**config.mk**
```make
export PLATFORM = sky130hd
export DESIGN_NAME = gmm_intr_ctrl
export DESIGN_NICKNAME = d
export VERILOG_FILES = /design/src/rtl/gmm_intr_pkg.sv /design/src/rtl/gmm_intr_detect.sv /design/src/rtl/gmm_intr_ctrl.sv
export SDC_FILE = /design/constraint.sdc
export NUM_CORES = 1
export LEC_CHECK = 0
export BUFFER_PORTS_ARGS = -buffer_cell sky130_fd_sc_hd__buf_2
export CAP_MARGIN = 40
export CORE_MARGIN = 1.5
export CORE_UTILIZATION = 41
export DETAILED_ROUTE_END_ITERATION = 10
export PLACE_DENSITY = 0.8
export SYNTH_ARGS = -nofsm -noshare
export SYNTH_HDL_FRONTEND = slang
export SYNTH_SLANG_ARGS = --single-unit
```
**constraint.sdc**
```tcl
create_clock -name s_axi_intr_aclk -period 1.5 [get_ports s_axi_intr_aclk]
set_input_delay 0.075 -clock s_axi_intr_aclk [delete_from_list [all_inputs] [get_ports s_axi_intr_aclk]]
set_output_delay 0.075 -clock s_axi_intr_aclk [all_outputs]
set_load 0.01 [all_outputs]
```
**src/rtl/gmm_intr_pkg.sv**
```systemverilog
// Shared constants for the gmm interrupt controller: register offsets,
// AXI response encoding, source limit and the register decoder.
package gmm_intr_pkg;

  localparam int unsigned MAX_INTR = 32;

  localparam logic [31:0] OFF_GIE  = 32'h00;
  localparam logic [31:0] OFF_IER  = 32'h04;
  localparam logic [31:0] OFF_ISR  = 32'h08;
  localparam logic [31:0] OFF_IAR  = 32'h0C;
  localparam logic [31:0] OFF_IPR  = 32'h10;
  localparam logic [31:0] OFF_ISNS = 32'h14;

  localparam logic [1:0] RESP_OKAY = 2'b00;

  typedef enum logic [2:0] {
    SEL_NONE,
    SEL_GIE,
    SEL_IER,
    SEL_ISR,
    SEL_IAR,
    SEL_IPR,
    SEL_ISNS
  } reg_sel_e;

  // Byte-lane bits of the address are ignored; registers are word aligned.
  function automatic reg_sel_e decode(input logic [31:0] addr);
    reg_sel_e sel;
    case (addr & ~32'h3)
      OFF_GIE:  sel = SEL_GIE;
      OFF_IER:  sel = SEL_IER;
      OFF_ISR:  sel = SEL_ISR;
      OFF_IAR:  sel = SEL_IAR;
      OFF_IPR:  sel = SEL_IPR;
      OFF_ISNS: sel = SEL_ISNS;
      default:  sel = SEL_NONE;
    endcase
    return sel;
  endfunction

endpackage

```
**src/rtl/gmm_intr_detect.sv**
```systemverilog
// Per-source interrupt capture with sticky status and write-1 acknowledge.
// Edge sensing exists only when GMM_INTR_EDGE_DETECT_EN is defined.
module gmm_intr_detect
  import gmm_intr_pkg::*;
#(
  parameter int unsigned NUM_INTR = 4
) (
  input  logic                clk,
  input  logic                rst_n,
  input  logic [NUM_INTR-1:0] src,
  input  logic [NUM_INTR-1:0] edge_sel,
  input  logic [NUM_INTR-1:0] ack,
  output logic [NUM_INTR-1:0] status
);

  logic [NUM_INTR-1:0] set;

`ifdef GMM_INTR_EDGE_DETECT_EN
  logic [NUM_INTR-1:0] prev;

  // History clears to 0 so a source already high at reset release is an edge.
  always_ff @(posedge clk or negedge rst_n) begin
    if (!rst_n) prev <= '0;
    else        prev <= src;
  end

  assign set = src & (~edge_sel | ~prev);
`else
  logic [NUM_INTR-1:0] unused_edge_sel;
  assign unused_edge_sel = edge_sel;
  assign set = src;
`endif

  // A set in the acknowledge cycle wins over the clear.
  always_ff @(posedge clk or negedge rst_n) begin
    if (!rst_n) status <= '0;
    else        status <= (status & ~ack) | set;
  end

endmodule

```
**src/rtl/gmm_intr_ctrl.sv**
```systemverilog
// AXI4-Lite interrupt controller for the gmm core (GIE/IER/ISR/IAR/IPR/ISNS).
// Define GMM_INTR_EDGE_DETECT_EN to make ISNS writable and enable edge sources.
module gmm_intr_ctrl
  import gmm_intr_pkg::*;
#(
  parameter int unsigned NUM_INTR           = 4,
  parameter int unsigned IRQ_ACTIVE_HIGH    = 1,
  parameter int unsigned C_S_AXI_ADDR_WIDTH = 5
) (
  input  logic                          s_axi_intr_aclk,
  input  logic                          s_axi_intr_aresetn,
  input  logic [NUM_INTR-1:0]           intr_src,
  input  logic [C_S_AXI_ADDR_WIDTH-1:0] s_axi_intr_awaddr,
  input  logic [2:0]                    s_axi_intr_awprot,
  input  logic                          s_axi_intr_awvalid,
  output logic                          s_axi_intr_awready,
  input  logic [31:0]                   s_axi_intr_wdata,
  input  logic [3:0]                    s_axi_intr_wstrb,
  input  logic                          s_axi_intr_wvalid,
  output logic                          s_axi_intr_wready,
  output logic [1:0]                    s_axi_intr_bresp,
  output logic                          s_axi_intr_bvalid,
  input  logic                          s_axi_intr_bready,
  input  logic [C_S_AXI_ADDR_WIDTH-1:0] s_axi_intr_araddr,
  input  logic [2:0]                    s_axi_intr_arprot,
  input  logic                          s_axi_intr_arvalid,
  output logic                          s_axi_intr_arready,
  output logic [31:0]                   s_axi_intr_rdata,
  output logic [1:0]                    s_axi_intr_rresp,
  output logic                          s_axi_intr_rvalid,
  input  logic                          s_axi_intr_rready,
  output logic                          irq
);

  logic                          alive;
  logic                          aw_held, w_held, bvalid, rvalid;
  logic [C_S_AXI_ADDR_WIDTH-1:0] aw_addr;
  logic [31:0]                   wdata, wmask, wbits, rdata, rmux;
  logic [3:0]                    wstrb;
  logic                          wr_go, gie, irq_q;
  logic [NUM_INTR-1:0]           ier, isns, isr, ipr, ack;
  reg_sel_e                      wsel;
  logic                          unused_ok;

  // alive keeps every READY low while reset is held and for the edge after.
  assign s_axi_intr_awready = alive & ~aw_held & ~bvalid;
  assign s_axi_intr_wready  = alive & ~w_held & ~bvalid;
  assign s_axi_intr_arready = alive & ~rvalid;
  assign s_axi_intr_bvalid  = bvalid;
  assign s_axi_intr_bresp   = RESP_OKAY;
  assign s_axi_intr_rvalid  = rvalid;
  assign s_axi_intr_rdata   = rdata;
  assign s_axi_intr_rresp   = RESP_OKAY;

  assign wr_go = aw_held & w_held;
  assign ipr   = isr & ier;
  assign irq   = (IRQ_ACTIVE_HIGH != 0) ? irq_q : ~irq_q;

  always_comb begin
    wsel  = decode(32'(aw_addr));
    wmask = {{8{wstrb[3]}}, {8{wstrb[2]}}, {8{wstrb[1]}}, {8{wstrb[0]}}};
    wbits = wdata & wmask;
    ack   = (wr_go && wsel == SEL_IAR) ? wbits[NUM_INTR-1:0] : '0;
  end

  always_comb begin
    rmux = '0;
    case (decode(32'(s_axi_intr_araddr)))
      SEL_GIE:  rmux[0]            = gie;
      SEL_IER:  rmux[NUM_INTR-1:0] = ier;
      SEL_ISR:  rmux[NUM_INTR-1:0] = isr;
      SEL_IPR:  rmux[NUM_INTR-1:0] = ipr;
      SEL_ISNS: rmux[NUM_INTR-1:0] = isns;
      default:  rmux               = '0;
    endcase
  end

  always_ff @(posedge s_axi_intr_aclk or negedge s_axi_intr_aresetn) begin
    if (!s_axi_intr_aresetn) begin
      alive   <= 1'b0;
      aw_held <= 1'b0;
      w_held  <= 1'b0;
      aw_addr <= '0;
      wdata   <= '0;
      wstrb   <= '0;
      bvalid  <= 1'b0;
      rvalid  <= 1'b0;
      rdata   <= '0;
    end else begin
      alive <= 1'b1;
      if (s_axi_intr_awvalid && s_axi_intr_awready) begin
        aw_held <= 1'b1;
        aw_addr <= s_axi_intr_awaddr;
      end
      if (s_axi_intr_wvalid && s_axi_intr_wready) begin
        w_held <= 1'b1;
        wdata  <= s_axi_intr_wdata;
        wstrb  <= s_axi_intr_wstrb;
      end
      if (wr_go) begin
        aw_held <= 1'b0;
        w_held  <= 1'b0;
        bvalid  <= 1'b1;
      end else if (bvalid && s_axi_intr_bready) begin
        bvalid <= 1'b0;
      end
      // rdata samples registers before any same-edge write lands.
      if (s_axi_intr_arvalid && s_axi_intr_arready) begin
        rvalid <= 1'b1;
        rdata  <= rmux;
      end else if (rvalid && s_axi_intr_rready) begin
        rvalid <= 1'b0;
      end
    end
  end

  always_ff @(posedge s_axi_intr_aclk or negedge s_axi_intr_aresetn) begin
    if (!s_axi_intr_aresetn) begin
      gie   <= 1'b0;
      ier   <= '0;
      irq_q <= 1'b0;
    end else begin
      if (wr_go && wsel == SEL_GIE) gie <= (gie & ~wmask[0]) | wbits[0];
      if (wr_go && wsel == SEL_IER) ier <= (ier & ~wmask[NUM_INTR-1:0]) | wbits[NUM_INTR-1:0];
      irq_q <= gie & (|ipr);
    end
  end

`ifdef GMM_INTR_EDGE_DETECT_EN
  always_ff @(posedge s_axi_intr_aclk or negedge s_axi_intr_aresetn) begin
    if (!s_axi_intr_aresetn) isns <= '0;
    else if (wr_go && wsel == SEL_ISNS) isns <= (isns & ~wmask[NUM_INTR-1:0]) | wbits[NUM_INTR-1:0];
  end
`else
  assign isns = '0;
`endif

  gmm_intr_detect #(.NUM_INTR(NUM_INTR)) u_detect (
    .clk      (s_axi_intr_aclk),
    .rst_n    (s_axi_intr_aresetn),
    .src      (intr_src),
    .edge_sel (isns),
    .ack      (ack),
    .status   (isr)
  );

  assign unused_ok = ^{s_axi_intr_awprot, s_axi_intr_arprot, wbits, wmask};

endmodule

```
==> results_dict.tcl <==
set metrics [dict create \
    hold_path_end "s_axi_intr_rdata[0]" \
    cp_max_fo 6 \
    synth.distinct_cells 30 \
    ys_seq_elements 27 \
    holdCritStartpoint "s_axi_intr_araddr[3]" \
    via_per_inst 4.478 \
    drive_gt1_share_pct 26.11 \
    grt_pass1_wl_mm 4.174 \
    place_congestion 0.7639 \
    hold_violations 0 \
    r2r_cells 3 \
    mostFrequentLayoutCells "conb_1 (33), buf_2 (31), dfrtp_1 (27), dlygate4sd3_1 (15), mux2_1 (10)" \
    fmax_mhz 705.9 \
    rows 21 \
    drt-initial-drc-count 23 \
    slowest_delay_ns 0.39 \
    grt_overflow 0 \
    wirelength_mm 2.456 \
    drc 0 \
    critical_path.cell_chain "and4b_4 > and3b_4 > mux2_1" \
    syn_avg_cell_area_um2 11.26 \
    syn_area_um2 1475 \
    first_pass_iters 4 \
    syn_inst 131 \
    dpl.hpwl_mm 1.780 \
    hold_depth 3 \
    clock_sinks 27 \
    portBuffers 31 \
    slew_violations 0 \
    grt_antenna_before_repair 0 \
    grtUsageTotal_pct 13.32 \
    area_delta_synth_final_pct 18.24 \
    cp-end-kind "flip-flop" \
    slowest_stage "dfrtp_1" \
    cts_tree "done" \
    path_buf_inv 0 \
    setup_viol 0 \
    antennaDiodeCount 0 \
    antenna_left 0 \
    period_needed_ns 1.417 \
    die-area_um2 3967 \
    synth_top_area_cell "dfrtp_1" \
    layout_commonest_cell "conb_1" \
    stdcell_count 226 \
    fin_skew_ns 0.003573 \
    fin_tns_setup_ns 0 \
    fp.dieH_um 62.99 \
    tightest_slew_ns 0.5895 \
    cts_root_buf "clkbuf_4" \
    numCtsBuffers 3 \
    yosysTopAreaCellShare_pct 45.80 \
    coreArea_um2 3390 \
    start_kind "flip-flop" \
    htreeDepth 1 \
    fillerInstances 320 \
    finalNetCount 244 \
    pre_cts_slack_ns 0.06204 \
    r2r-start "aw_addr[4]" \
    clock_latency_ns 0.32 \
    slew-limit-headroom_pct 60.70 \
    grt_pass1_vias 941 \
    vdd_drop_max_v 0.0008577 \
    pwr_density_cell_nw_per_um2 1228 \
    setup_ws_ns 0.08334 \
    outcome "completed" \
    yosys-top-cells-area "dfrtp_1 (46%), buf_4 (17%), mux2_1 (7.6%)" \
    place_inst 207 \
    arrival_ns 1.63 \
    io_pins 105 \
    fin_crit_sh_pct 94.44 \
    wl_per_cell_um 10.87 \
    fp.dieW_um 62.99 \
    clockBufferDepth 2 \
    rrSetupSlack_ns 0.08 \
    worstPathRequired_ns 1.71 \
    critPathTopFamily "simple AND/OR/NAND/NOR gates" \
    rsz0062_at_grt "false" \
    clk_pin_slew_ns 0.13 \
    power_uw 2141 \
    cap_violations 0 \
    critical_path_class "reg -> reg" \
    synth_seq_area_share_pct 45.80 \
    leakagePower_uw 0.0008453 \
    num_vias 1012 \
    hold_class "in -> reg" \
    start_util_pct 43.52 \
    yosysWarningCount 0 \
    grt_max_degree 28 \
]
==> area by class of cell <==
cell class | count | area (um^2) | share of cell area (%)
flip-flops and latches | 27 | 675.6 | 38.74
inverters | 4 | 15.01 | 0.8608
well taps | 46 | 57.56 | 3.300
repair buffers | 48 | 320.3 | 18.36
multi-input cells | 97 | 649.4 | 37.23
clock buffers | 4 | 26.28 | 1.506
==> where the power goes <==
part	internal [uW]	switching (uW)
sequential	971	213
combinational	357	298
clock	104	199
total	1430	710
==> metrics by stage <==
step | hold WS, ns | utilization, % | cell area, um^2
5_1_grt | 0.1112 | 51.46 | 1744
6_report | 0.1040 | 51.46 | 1744
2_1_floorplan | -0.2206 | - | 1592
3_5_place_dp | 0.1126 | 46.22 | 1567
4_1_cts | 0.1004 | 51.42 | 1743
3_3_place_gp | 0.1100 | 46.22 | 1567
==> worst max-delay path by stage <==
stage | start | to | slack [ns] | cells past startpoint
finish | aw_addr[4] | flip-flop | 0.08 | 3
global route | aw_addr[4] | flip-flop | 0.02 | 3
CTS | w_held | wdata[2] | 0.04 | 3
detailed placement | w_held | wdata[2] | 0.06 | 3
global placement | aw_addr[4] | flip-flop | 0.11 | 3
floorplan | s_axi_intr_bvalid | wdata[0] | 0.06 | 4
==> repair_timing <==
action | CTS | global route
hold buffers | 15 | 0
endpoints found under the hold margin | 41 | 0
resized for setup | 0 | 1
setup buffers | 0 | 0
setup endpoints to repair | 0 | 5
==> worst register-to-register path: cells and delay by family (launching register included) <==
kind / cells / cell delay (ns)
AND/OR/NAND/NOR: 2 / 0.60
flip-flops: 1 / 0.39
multiplexers: 1 / 0.32
==> layer usage <==
| layer | up-vias | track usage, % | share of wire (%) | wire length (um) |
|---|---|---|---|---|
| met5 | - | 0 | 0 | 0 |
| met3 | 4 | 2.342 | 4.5 | 111 |
| met1 | 475 | 15.80 | 42 | 1030 |
| met4 | 0 | 4.167 | 1.1 | 27 |
| li1 | 490 | - | - | - |
| met2 | 43 | 24.20 | 52 | 1287 |
==> synth_stat cells (all sizes together) <==
cell,count
dfrtp,27
mux2,13
a21oi,1
buf,34
a21o,7
conb,2
inv,4
nor2b,2
a31o,1
o21ai,3
a22oi,2
o22ai,1
a21boi,1
a31oi,3
o22a,1
or3b,1
nand4b,2
and2b,2
and4b,1
nand4,4
nand2,2
and3b,4
and2,2
nor3b,4
nand3b,4
nor2,3
==> cells by family after synthesis <==
group | Yosys count | share of synthesized area (%)
multiplexers | 13 | 9.924
AND/OR/NAND/NOR | 31 | 16.29
buffers and inverters | 38 | 18.15
AO/OA/AOI/OAI | 20 | 9.330
flip-flops | 27 | 45.80
other | 2 | 0.5091
(Power assumes the default switching activity.)
